==> config.mk <==
export PLATFORM = sky130hd
export DESIGN_NAME = axi_mem_dump_reader_flat
export DESIGN_NICKNAME = d
export VERILOG_FILES = /design/src/rtl/axi_mem_dump_reader_if.sv /design/src/rtl/axi_mem_dump_reader.sv /design/src/flat_wrapper.sv
export SDC_FILE = /design/constraint.sdc
export NUM_CORES = 1
export LEC_CHECK = 0
export ABC_AREA = 0
export CORE_ASPECT_RATIO = 1.2
export CORE_MARGIN = 2
export CORE_UTILIZATION = 50
export CTS_BUF_LIST = sky130_fd_sc_hd__clkbuf_4 sky130_fd_sc_hd__clkbuf_8 sky130_fd_sc_hd__clkbuf_16
export DETAILED_ROUTE_END_ITERATION = 7
export GPL_ROUTABILITY_DRIVEN = 0
export PLACE_DENSITY = 0.89
export SKIP_CTS_REPAIR_TIMING = 1
export SLEW_MARGIN = 20
export SYNTH_ARGS = -nofsm -noshare
export SYNTH_HDL_FRONTEND = slang
export SYNTH_SLANG_ARGS = --single-unit
==> constraint.sdc <==
create_clock -name clk -period 5.7 [get_ports clk]
set_input_delay 0.855 -clock clk [delete_from_list [all_inputs] [get_ports clk]]
set_output_delay 0.855 -clock clk [all_outputs]
set_load 0.1 [all_outputs]
==> src/rtl/axi_mem_dump_reader_if.sv <==
`default_nettype none
// ============================================================================
// Module   : axi_mem_dump_reader_if
// Brief    : AXI4 read channels plus the address-tagged output word stream.
// Revision : 1.0
// ============================================================================
interface axi_mem_dump_reader_if #(
    parameter int ADDR_WIDTH = 32,
    parameter int DATA_WIDTH = 32,
    parameter int ID_WIDTH   = 4
);
    logic [ID_WIDTH-1:0]   ar_id;
    logic [ADDR_WIDTH-1:0] ar_addr;
    logic [7:0]            ar_len;
    logic [2:0]            ar_size;
    logic [1:0]            ar_burst;
    logic                  ar_valid;
    logic                  ar_ready;

    logic [ID_WIDTH-1:0]   r_id;
    logic [DATA_WIDTH-1:0] r_data;
    logic [1:0]            r_resp;
    logic                  r_last;
    logic                  r_valid;
    logic                  r_ready;

    logic [ADDR_WIDTH-1:0] out_addr;
    logic [DATA_WIDTH-1:0] out_data;
    logic                  out_last;
    logic                  out_valid;
    logic                  out_ready;

    modport master (
        output ar_id, ar_addr, ar_len, ar_size, ar_burst, ar_valid,
        input  ar_ready,
        input  r_id, r_data, r_resp, r_last, r_valid,
        output r_ready,
        output out_addr, out_data, out_last, out_valid,
        input  out_ready
    );

    modport slave (
        input  ar_id, ar_addr, ar_len, ar_size, ar_burst, ar_valid,
        output ar_ready,
        output r_id, r_data, r_resp, r_last, r_valid,
        input  r_ready,
        input  out_addr, out_data, out_last, out_valid,
        output out_ready
    );
endinterface
`default_nettype wire

==> src/rtl/axi_mem_dump_reader.sv <==
`default_nettype none
// ============================================================================
// Module   : axi_mem_dump_reader
// Brief    : Walks a word range with 4 KB-safe INCR bursts, streams addr+data.
// Revision : 1.0
// ============================================================================
module axi_mem_dump_reader #(
    parameter int ADDR_WIDTH    = 32,
    parameter int DATA_WIDTH    = 32,
    parameter int ID_WIDTH      = 4,
    parameter int AXI_ID        = 0,
    parameter int MAX_BURST_LEN = 16,
    parameter int COUNT_WIDTH   = 16
) (
    input  logic                   clk,
    input  logic                   rst,
    input  logic                   start,
    input  logic [ADDR_WIDTH-1:0]  base_addr,
    input  logic [COUNT_WIDTH-1:0] word_count,
    output logic                   busy,
    output logic                   done,
    output logic                   error,
    axi_mem_dump_reader_if.master  bus
);
    localparam int c_BYTES = DATA_WIDTH / 8;
    localparam int c_SIZE  = $clog2(c_BYTES);
    localparam logic [ADDR_WIDTH-1:0] c_ALIGN_MASK = ADDR_WIDTH'((1 << c_SIZE) - 1);
    localparam logic [ADDR_WIDTH-1:0] c_STEP       = ADDR_WIDTH'(c_BYTES);

    localparam logic [1:0] c_IDLE   = 2'd0;
    localparam logic [1:0] c_ADDR   = 2'd1;
    localparam logic [1:0] c_DATA   = 2'd2;
    localparam logic [1:0] c_FINISH = 2'd3;

    logic [1:0]             r_state;
    logic [ADDR_WIDTH-1:0]  r_cur_addr;
    logic [COUNT_WIDTH-1:0] r_remaining;
    logic [8:0]             r_beat_cnt;
    logic                   r_ar_valid;
    logic [ADDR_WIDTH-1:0]  r_ar_addr;
    logic [7:0]             r_ar_len;
    logic                   r_out_valid;
    logic [ADDR_WIDTH-1:0]  r_out_addr;
    logic [DATA_WIDTH-1:0]  r_out_data;
    logic                   r_out_last;
    logic                   r_busy;
    logic                   r_done;
    logic                   r_error;

    logic                   w_out_free;
    logic                   w_ar_hs;
    logic                   w_r_hs;
    logic                   w_beat_bad;
    logic [ADDR_WIDTH-1:0]  w_start_addr;
    logic [ADDR_WIDTH-1:0]  w_next_addr;
    logic [COUNT_WIDTH-1:0] w_next_rem;

    // Burst size limited by words left, the burst cap and the current 4 KB page.
    function automatic logic [8:0] f_beats(input logic [11:0] page_off,
                                           input logic [COUNT_WIDTH-1:0] rem);
        logic [31:0] v_b;
        logic [31:0] v_page;
        v_page = (32'd4096 - {20'd0, page_off}) >> c_SIZE;
        v_b    = 32'(rem);
        if (v_b > 32'(MAX_BURST_LEN)) v_b = 32'(MAX_BURST_LEN);
        if (v_b > v_page)             v_b = v_page;
        return 9'(v_b);
    endfunction

    assign w_out_free   = !r_out_valid || bus.out_ready;
    assign w_ar_hs      = r_ar_valid && bus.ar_ready;
    assign w_r_hs       = (r_state == c_DATA) && w_out_free && bus.r_valid;
    assign w_start_addr = base_addr & ~c_ALIGN_MASK;
    assign w_next_addr  = r_cur_addr + c_STEP;
    assign w_next_rem   = r_remaining - COUNT_WIDTH'(1);
    assign w_beat_bad   = (bus.r_resp != 2'b00) || (bus.r_id != ID_WIDTH'(AXI_ID)) ||
                          (bus.r_last != (r_beat_cnt == 9'd1));

    assign bus.ar_id     = ID_WIDTH'(AXI_ID);
    assign bus.ar_addr   = r_ar_addr;
    assign bus.ar_len    = r_ar_len;
    assign bus.ar_size   = 3'(c_SIZE);
    assign bus.ar_burst  = 2'b01;
    assign bus.ar_valid  = r_ar_valid;
    assign bus.r_ready   = (r_state == c_DATA) && w_out_free;
    assign bus.out_addr  = r_out_addr;
    assign bus.out_data  = r_out_data;
    assign bus.out_last  = r_out_last;
    assign bus.out_valid = r_out_valid;
    assign busy          = r_busy;
    assign done          = r_done;
    assign error         = r_error;

    always_ff @(posedge clk) begin
        if (rst) begin
            r_state     <= c_IDLE;
            r_cur_addr  <= '0;
            r_remaining <= '0;
            r_beat_cnt  <= '0;
            r_ar_valid  <= 1'b0;
            r_ar_addr   <= '0;
            r_ar_len    <= '0;
            r_out_valid <= 1'b0;
            r_out_addr  <= '0;
            r_out_data  <= '0;
            r_out_last  <= 1'b0;
            r_busy      <= 1'b0;
            r_done      <= 1'b0;
            r_error     <= 1'b0;
        end else begin
            r_done <= 1'b0;
            if (r_out_valid && bus.out_ready) begin
                r_out_valid <= 1'b0;
                r_out_last  <= 1'b0;
            end

            case (r_state)
                c_IDLE: begin
                    if (start) begin
                        r_cur_addr  <= w_start_addr;
                        r_remaining <= word_count;
                        r_error     <= 1'b0;
                        r_busy      <= 1'b1;
                        if (word_count == '0) begin
                            r_state <= c_FINISH;
                        end else begin
                            r_state    <= c_ADDR;
                            r_ar_valid <= 1'b1;
                            r_ar_addr  <= w_start_addr;
                            r_ar_len   <= 8'(f_beats(w_start_addr[11:0], word_count) - 9'd1);
                        end
                    end
                end
                c_ADDR: begin
                    if (w_ar_hs) begin
                        r_ar_valid <= 1'b0;
                        r_beat_cnt <= {1'b0, r_ar_len} + 9'd1;
                        r_state    <= c_DATA;
                    end
                end
                c_DATA: begin
                    if (w_r_hs) begin
                        r_out_valid <= 1'b1;
                        r_out_addr  <= r_cur_addr;
                        r_out_data  <= bus.r_data;
                        r_out_last  <= (w_next_rem == '0);
                        r_cur_addr  <= w_next_addr;
                        r_remaining <= w_next_rem;
                        r_beat_cnt  <= r_beat_cnt - 9'd1;
                        if (w_beat_bad) r_error <= 1'b1;
                        // The beat counter, not r_last, closes the burst.
                        if (r_beat_cnt == 9'd1) begin
                            if (w_next_rem != '0) begin
                                r_state    <= c_ADDR;
                                r_ar_valid <= 1'b1;
                                r_ar_addr  <= w_next_addr;
                                r_ar_len   <= 8'(f_beats(w_next_addr[11:0], w_next_rem) - 9'd1);
                            end else begin
                                r_state <= c_FINISH;
                            end
                        end
                    end
                end
                default: begin
                    // Done is held off until the last word has left the output register.
                    if (r_done) begin
                        r_state <= c_IDLE;
                    end else if (w_out_free) begin
                        r_done <= 1'b1;
                        r_busy <= 1'b0;
                    end
                end
            endcase
        end
    end
endmodule
`default_nettype wire

==> src/flat_wrapper.sv <==
// flat-port wrapper written by rule: the top's interface ports become plain ports
module axi_mem_dump_reader_flat 
#(
    parameter int ADDR_WIDTH    = 32,
    parameter int DATA_WIDTH    = 32,
    parameter int ID_WIDTH      = 4,
    parameter int AXI_ID        = 0,
    parameter int MAX_BURST_LEN = 16,
    parameter int COUNT_WIDTH   = 16
)
  (clk, rst, start, base_addr, word_count, busy, done, error, bus_ar_id, bus_ar_addr, bus_ar_len, bus_ar_size, bus_ar_burst, bus_ar_valid, bus_ar_ready, bus_r_id, bus_r_data, bus_r_resp, bus_r_last, bus_r_valid, bus_r_ready, bus_out_addr, bus_out_data, bus_out_last, bus_out_valid, bus_out_ready);
  axi_mem_dump_reader_if #(.ADDR_WIDTH(ADDR_WIDTH), .DATA_WIDTH(DATA_WIDTH), .ID_WIDTH(ID_WIDTH)) bus_i ();
  input  logic clk;
  input  logic rst;
  input  logic start;
  input  logic [ADDR_WIDTH-1:0] base_addr;
  input  logic [COUNT_WIDTH-1:0] word_count;
  output logic busy;
  output logic done;
  output logic error;
  output wire logic [$bits(bus_i.ar_id)-1:0] bus_ar_id;
  output wire logic [$bits(bus_i.ar_addr)-1:0] bus_ar_addr;
  output wire logic [$bits(bus_i.ar_len)-1:0] bus_ar_len;
  output wire logic [$bits(bus_i.ar_size)-1:0] bus_ar_size;
  output wire logic [$bits(bus_i.ar_burst)-1:0] bus_ar_burst;
  output wire logic [$bits(bus_i.ar_valid)-1:0] bus_ar_valid;
  input wire logic [$bits(bus_i.ar_ready)-1:0] bus_ar_ready;
  input wire logic [$bits(bus_i.r_id)-1:0] bus_r_id;
  input wire logic [$bits(bus_i.r_data)-1:0] bus_r_data;
  input wire logic [$bits(bus_i.r_resp)-1:0] bus_r_resp;
  input wire logic [$bits(bus_i.r_last)-1:0] bus_r_last;
  input wire logic [$bits(bus_i.r_valid)-1:0] bus_r_valid;
  output wire logic [$bits(bus_i.r_ready)-1:0] bus_r_ready;
  output wire logic [$bits(bus_i.out_addr)-1:0] bus_out_addr;
  output wire logic [$bits(bus_i.out_data)-1:0] bus_out_data;
  output wire logic [$bits(bus_i.out_last)-1:0] bus_out_last;
  output wire logic [$bits(bus_i.out_valid)-1:0] bus_out_valid;
  input wire logic [$bits(bus_i.out_ready)-1:0] bus_out_ready;
  assign bus_ar_id = bus_i.ar_id;
  assign bus_ar_addr = bus_i.ar_addr;
  assign bus_ar_len = bus_i.ar_len;
  assign bus_ar_size = bus_i.ar_size;
  assign bus_ar_burst = bus_i.ar_burst;
  assign bus_ar_valid = bus_i.ar_valid;
  assign bus_i.ar_ready = bus_ar_ready;
  assign bus_i.r_id = bus_r_id;
  assign bus_i.r_data = bus_r_data;
  assign bus_i.r_resp = bus_r_resp;
  assign bus_i.r_last = bus_r_last;
  assign bus_i.r_valid = bus_r_valid;
  assign bus_r_ready = bus_i.r_ready;
  assign bus_out_addr = bus_i.out_addr;
  assign bus_out_data = bus_i.out_data;
  assign bus_out_last = bus_i.out_last;
  assign bus_out_valid = bus_i.out_valid;
  assign bus_i.out_ready = bus_out_ready;
  axi_mem_dump_reader #(.ADDR_WIDTH(ADDR_WIDTH), .DATA_WIDTH(DATA_WIDTH), .ID_WIDTH(ID_WIDTH), .AXI_ID(AXI_ID), .MAX_BURST_LEN(MAX_BURST_LEN), .COUNT_WIDTH(COUNT_WIDTH)) u_core (.clk(clk), .rst(rst), .start(start), .base_addr(base_addr), .word_count(word_count), .busy(busy), .done(done), .error(error), .bus(bus_i));
endmodule
==> results.sh, run 1 <==
export IMPL_whs_endpoint="u_core.bus.out_data[18]$_SDFFE_PP0P_"
export IMPL_grt_pass1_wl_um=44300
export IMPL_hold_start="u_core.bus.out_data[18]$_SDFFE_PP0P_"
export IMPL_clock_sinks=169
export IMPL_initial_core_util_pct=50.82
export IMPL_finalSetupTns_ps=0
export IMPL_hold_class="flop to flop"
export IMPL_drive_above_1_share_pct=4.568
export IMPL_drt_total_wl_um=27420
export IMPL_cts_tree="built"
export IMPL_synthCells=1250
export IMPL_crit_path_start_kind="flop"
export IMPL_core_rowCount=54
export IMPL_clk_latency_ps=430
export IMPL_fmax_mhz=194.1
export IMPL_cp_arrival_ps=5460
export IMPL_cts_root_buffer="clkbuf_16"
export IMPL_crit_required_ps=6010
export IMPL_core_area_sq_um=18110
export IMPL_ant_nets=0
export IMPL_htreeDepth=4
export IMPL_dieArea_sq_um=19510
export IMPL_antenna_found_initial=0
export IMPL_synthArstFlopShare_pct=0
export IMPL_post_synth_and_or_nand_nor_area_fraction_pct=26.97
export IMPL_finalCritPeriodShare_pct=90.38
export IMPL_hold_slack_ps=454.0
export IMPL_place_worst_setup_slack_ps=619.7
export IMPL_clockBufferDepth=2
export IMPL_leakagePower_nw=4.333
export IMPL_synthFlopType="dfxtp_1"
export IMPL_synthAdderAreaFrac_pct=4.759
export IMPL_fp_dieH_um=152.6
export IMPL_crit_path_max_fanout=14
export IMPL_total_power_mw=6.840
export IMPL_critPathBufInv=1
export IMPL_p_per_area_nw_per_um2=572.0
export IMPL_via_per_inst=5.786
export IMPL_drt_iter0_drc=910
export IMPL_hold_path_depth=2
export IMPL_r2r_start="u_core.r_remaining[0]$_SDFFE_PP0P_"
export IMPL_synth_edf_count=0
export IMPL_syn_area_per_cell_sq_um=7.362
export IMPL_crit_chain="inv_1 > ha_1 > or4b_1 > o21ai_1 > nand3_2 > nor3_1 > nand2_1 > nor2_1 > ha_1 > nor2b_1 > o211ai_1 > a21boi_0 > o211ai_1 > o32ai_1 > a21oi_1 > ha_1 > nand2_1 > o31a_1 > a311o_1"
export IMPL_die_w_um=127.8
export IMPL_seq_area_frac_synth_pct=36.76
export IMPL_path_clk_slew_ps=70
export IMPL_dr_pass1_iters=6
export IMPL_antenna_cells=0
export IMPL_cts_buffers=17
export IMPL_synth_compound_area_share_pct=19.48
export IMPL_grt_overflow_total=0
export IMPL_track_usage_pct=27.81
export IMPL_layout_nets=1538
export IMPL_period_needed_ps=5152
export IMPL_worst_pin_slew_ps=1072
export IMPL_synth_xor_area_share_pct=5.520
export IMPL_final_cell_mix="nand2_1 (291), clkdlybuf4s50_1 (200), a21oi_1 (185)"
export IMPL_vias=9529
export IMPL_area_growth_pct=29.94
export IMPL_io_buffers=201
export IMPL_irDropWorstVdd_mv=0.4148
export IMPL_grt_pass1_vias=9146
export IMPL_synth_cell_type_count=73
export IMPL_cp_top_family="compound AO/OA/AOI/OAI gates"
export IMPL_reg2reg_slack_ps=550
export IMPL_cpMostUsedCell="ha_1"
export IMPL_dp_hpwl_um=18710
export IMPL_slew_headroom_pct=28.34
export IMPL_rsz0062_at_grt="no"
export IMPL_setup_violations=0
export IMPL_cp_end_kind="flop"
export IMPL_yosysWarnings=0
export IMPL_fin_util_pct=66.04
export IMPL_wl_per_cell_um=16.65
export IMPL_rr_worst_depth=19
export IMPL_ios=213
export IMPL_slew_viol_final=0
export IMPL_status="complete, no violations"
export IMPL_final_common_cell="nand2_1"
export IMPL_muxShareOfSynthArea_pct=1.224
export IMPL_grt_max_degree=84
export IMPL_synth_seq_cells=169
export IMPL_max_stage_delay_ps=570
export IMPL_synth_area_sq_um=9203
export IMPL_maxCapViolations=0
export IMPL_timing_final_ws_setup_ps=548.1
export IMPL_synth_top_family_by_area="simple AND/OR/NAND/NOR gates"
export IMPL_reg2reg_to="u_core.bus.ar_len[6]$_SDFFE_PP0P_"
export IMPL_finalHoldViolations=0
export IMPL_crit_slowest_cell="or4b_1"
export IMPL_drc_errors=0
export IMPL_fin_skew_ps=10.37
export IMPL_critPathKind="flop to flop"
==> where the power goes <==
| part | total (mW) | leakage (nW) | switching (mW) | internal, mW |
|---|---|---|---|---|
| combinational | 3.70 | 2.64 | 2.62 | 1.08 |
| sequential | 1.85 | 1.38 | 0.367 | 1.48 |
| clock | 1.29 | 0.317 | 0.518 | 0.772 |
==> worst reg2reg max path: stages (launching register included) <==
cell,delay (ps)
dfxtp_1,380
inv_1,130
ha_1,490
or4b_1,580
o21ai_1,250
nand3_2,110
nor3_1,300
nand2_1,140
nor2_1,120
ha_1,250
nor2b_1,130
o211ai_1,160
a21boi_0,160
o211ai_1,420
o32ai_1,130
a21oi_1,300
ha_1,280
nand2_1,90
o31a_1,310
a311o_1,300
==> per-layer routing <==
layer  up-vias  part of all wire (%)  routed length [um]  global-route usage (%)
li1       4601                     -                   -                       -
met1      4400                    40               10890                   33.25
met5         -                     0                   0                       0
met4         0                   4.0                1089                   13.03
met2       451                    49               13350                   47.24
met3        77                   7.6                2084                   6.039
==> cells by family after synthesis <==
logic type	after synthesis
AO/OA/AOI/OAI	306
XOR/XNOR	58
adder cells (fa/ha/maj)	35
buffers and inverters	115
flip-flops	169
multiplexers	11
other	2
AND/OR/NAND/NOR	554
==> synth_stat cells, types with 16 or more instances <==
cell type | count | area (sq um)
nor2_1 | 105 | 394.1
inv_1 | 25 | 93.84
xor2_1 | 29 | 254.0
xnor2_1 | 29 | 254.0
nor3_1 | 23 | 115.1
o21ai_0 | 30 | 150.1
nand3_1 | 35 | 175.2
clkbuf_1 | 64 | 240.2
nor4_1 | 20 | 125.1
a21oi_1 | 185 | 925.9
a211oi_1 | 16 | 120.1
ha_1 | 35 | 437.9
nand2_1 | 291 | 1092
dfxtp_1 | 169 | 3383
==> how the worst max path moves through the flow <==
stage | endpoint | startpoint | cells after the start
after floorplan | u_core.bus.ar_len[6]$_SDFFE_PP0P_ | word_count[1] | 15
after global placement | u_core.bus.ar_len[6]$_SDFFE_PP0P_ | word_count[14] | 16
final | u_core.bus.ar_len[6]$_SDFFE_PP0P_ | u_core.r_remaining[0]$_SDFFE_PP0P_ | 19
after detailed placement | u_core.bus.ar_len[6]$_SDFFE_PP0P_ | word_count[14] | 16
after global routing | u_core.bus.ar_len[6]$_SDFFE_PP0P_ | u_core.r_remaining[0]$_SDFFE_PP0P_ | 19
after CTS | u_core.bus.ar_len[6]$_SDFFE_PP0P_ | u_core.r_remaining[0]$_SDFFE_PP0P_ | 19
==> registers in the layout (all words and copies together), names as in the netlist <==
register / flops
u_core.bus.ar_addr: 32
u_core.bus.out_valid: 1
u_core.done: 1
u_core.bus.out_addr: 32
u_core.r_beat_cnt: 9
u_core.bus.ar_valid: 1
u_core.r_remaining: 16
u_core.bus.out_data: 32
u_core.error: 1
u_core.busy: 1
u_core.r_cur_addr: 32
u_core.bus.out_last: 1
u_core.r_state: 2
u_core.bus.ar_len: 8
==> stage by stage <==
step	area, sq um	instances
3_5_place_dp	11300	1615
6_report	11960	1647
3_3_place_gp	11300	1615
5_1_grt	11960	1647
4_1_cts	11960	1647
2_1_floorplan	9274	1269
==> cell type report <==
cell class,count,area (sq um)
well taps,224,280.3
clock buffers,19,452.9
flip-flops and latches,169,3383
multi-input cells,985,5451
clock inverters,13,203.9
repair buffers,212,2092
fillers,1486,6150
inverters,25,93.84
Power figures use the tool's default switching activity.
==> inputs of run 2 (changes only) <==
Settings changed: ABC_AREA 0 to not set.
==> results of run 2 <==
The final DEF is identical to that of run 1; final timing and power are the same.
==> inputs of run 3 (changes only) <==
Settings changed: ABC_CLOCK_PERIOD_IN_PS set to 5700, CORE_UTILIZATION 50 to 51, PLACE_DENSITY 0.89 to 0.9.
==> run 3 against run 2 <==
Net effect:
- first-iteration DRC count up 2.9%
- clock-buffer cell count up 1
- maximum frequency up 2.1%
- setup slack gained 110 ps
- global-route usage fell by 0.79 points
- hold slack got worse by 0.78 ps
- wire length down 2.3%
- critical endpoint unchanged
- largest cell class unchanged
==> results.sh, run 3 (synthesis gave the netlist of run 1 again) <==
export IMPL_cp_end_kind="flop"
export IMPL_drc_errors=0
export IMPL_vias=9433
export IMPL_die_w_um=126.6
export IMPL_timing_final_ws_setup_ps=655.0
export IMPL_instances_no_fill=1643
export IMPL_final_cell_mix="nand2_1 (291), clkdlybuf4s50_1 (200), a21oi_1 (185)"
export IMPL_area_growth_pct=28.92
export IMPL_core_area_sq_um=17570
export IMPL_final_common_cell="nand2_1"
export IMPL_setup_violations=0
export IMPL_slew_viol_final=0
export IMPL_worst_pin_slew_ps=1075
export IMPL_finalHoldViolations=0
export IMPL_cts_buffers=17
export IMPL_track_usage_pct=27.02
export IMPL_rsz0062_at_grt="no"
export IMPL_fp_dieH_um=151.2
export IMPL_wl_per_cell_um=16.31
export IMPL_reg2reg_slack_ps=660
export IMPL_cts_root_buffer="clkbuf_16"
export IMPL_dp_cells=1611
export IMPL_core_rowCount=53
export IMPL_ios=213
export IMPL_grt_pass1_wl_um=42510
export IMPL_antenna_found_initial=0
export IMPL_layout_nets=1538
export IMPL_period_needed_ps=5045
export IMPL_critPathKind="flop to flop"
export IMPL_place_worst_setup_slack_ps=584.2
export IMPL_fin_util_pct=67.51
export IMPL_grt_pass1_vias=8679
export IMPL_drive_above_1_share_pct=4.568
export IMPL_antenna_cells=0
export IMPL_crit_path_start_kind="flop"
export IMPL_path_clk_slew_ps=70
export IMPL_status="complete, no violations"
export IMPL_clk_latency_ps=430
export IMPL_finalSetupTns_ps=0
export IMPL_drt_iter0_drc=936
export IMPL_clockBufferDepth=2
export IMPL_hold_slack_ps=453.2
export IMPL_via_per_inst=5.741
export IMPL_maxCapViolations=0
export IMPL_grt_overflow_total=0
export IMPL_grt_max_degree=90
export IMPL_crit_path_max_fanout=14
export IMPL_finalCritPeriodShare_pct=88.51
export IMPL_dp_hpwl_um=18290
export IMPL_dieArea_sq_um=19140
export IMPL_ant_nets=0
export IMPL_cp_arrival_ps=5350
export IMPL_drt_total_wl_um=26800
export IMPL_clock_sinks=169
export IMPL_fmax_mhz=198.2
export IMPL_fin_skew_ps=10.18
export IMPL_initial_core_util_pct=52.37
export IMPL_leakagePower_nw=4.297
export IMPL_cts_tree="built"
export IMPL_htreeDepth=4
export IMPL_io_buffers=201
export IMPL_hold_class="flop to flop"
export IMPL_p_per_area_nw_per_um2=560.5
export IMPL_slew_headroom_pct=28.09
export IMPL_crit_required_ps=6010
export IMPL_irDropWorstVdd_mv=0.3448
export IMPL_dr_pass1_iters=5
## run 3: cell types whose count changed in the layout (fill, tap and decap cells not counted), sizes merged
cell / before / now
clkbuf: 19 / 20
clkinvlp: 2 / 1
inv: 31 / 30
clkinv: 1 / 6
bufinv: 4 / 0
## run 3: worst max-delay path, cell delays in order (launching register included)
cell,delay (ps)
dfxtp_1,380
inv_1,120
ha_1,440
or4b_1,570
o21ai_1,250
nand3_2,120
nor3_1,270
nand2_1,140
nor2_1,140
ha_1,260
nor2b_1,140
o211ai_1,150
a21boi_0,150
o211ai_1,430
o32ai_1,180
a21oi_2,230
ha_1,230
nand2_1,90
o31a_1,310
a311o_1,320
## run 3: area by class of cell
cell class / count / area, sq um
Fill cell: 1462 / 5709
Multi-Input combinational cell: 985 / 5451
Tap cell: 220 / 275.3
Inverter: 25 / 93.84
Sequential cell: 169 / 3383
Clock buffer: 20 / 460.4
Clock inverter: 12 / 107.6
Timing Repair Buffer: 212 / 2092
## run 3: metrics by stage
| stage | area (sq um) | power [mW] |
|---|---|---|
| 2_1_floorplan | 9274 | 4.603 |
| 3_3_place_gp | 11300 | 5.404 |
| 3_5_place_dp | 11300 | 5.494 |
| 4_1_cts | 11860 | 6.625 |
| 5_1_grt | 11860 | 7.045 |
| 6_report | 11860 | 6.649 |
## run 3: routing by layer
layer | vias up | share of wire, % | global-route usage [%]
met3 | 69 | 7.4 | 4.839
met1 | 4345 | 40 | 33.67
met2 | 418 | 50 | 46.18
met4 | 0 | 2.7 | 11.15
met5 | - | 0 | 0
li1 | 4601 | - | -
## run 3: worst paths after layout
path	from	endpoint	depth (start not counted)
setup / recovery	u_core.r_remaining[0]$_SDFFE_PP0P_	u_core.bus.ar_len[6]$_SDFFE_PP0P_	19
hold / removal	u_core.bus.out_data[15]$_SDFFE_PP0P_	u_core.bus.out_data[15]$_SDFFE_PP0P_	2
setup reg to reg	u_core.r_remaining[0]$_SDFFE_PP0P_	u_core.bus.ar_len[6]$_SDFFE_PP0P_	19
hold reg to reg	u_core.bus.out_data[15]$_SDFFE_PP0P_	u_core.bus.out_data[15]$_SDFFE_PP0P_	2
## run 3: power breakdown
part	internal, mW	switching [mW]	leakage, nW	total, mW
logic	1.08	2.61	2.64	3.69
clock network	0.600	0.514	0.280	1.11
registers	1.48	0.360	1.38	1.84
total	3.16	3.48	4.30	6.65
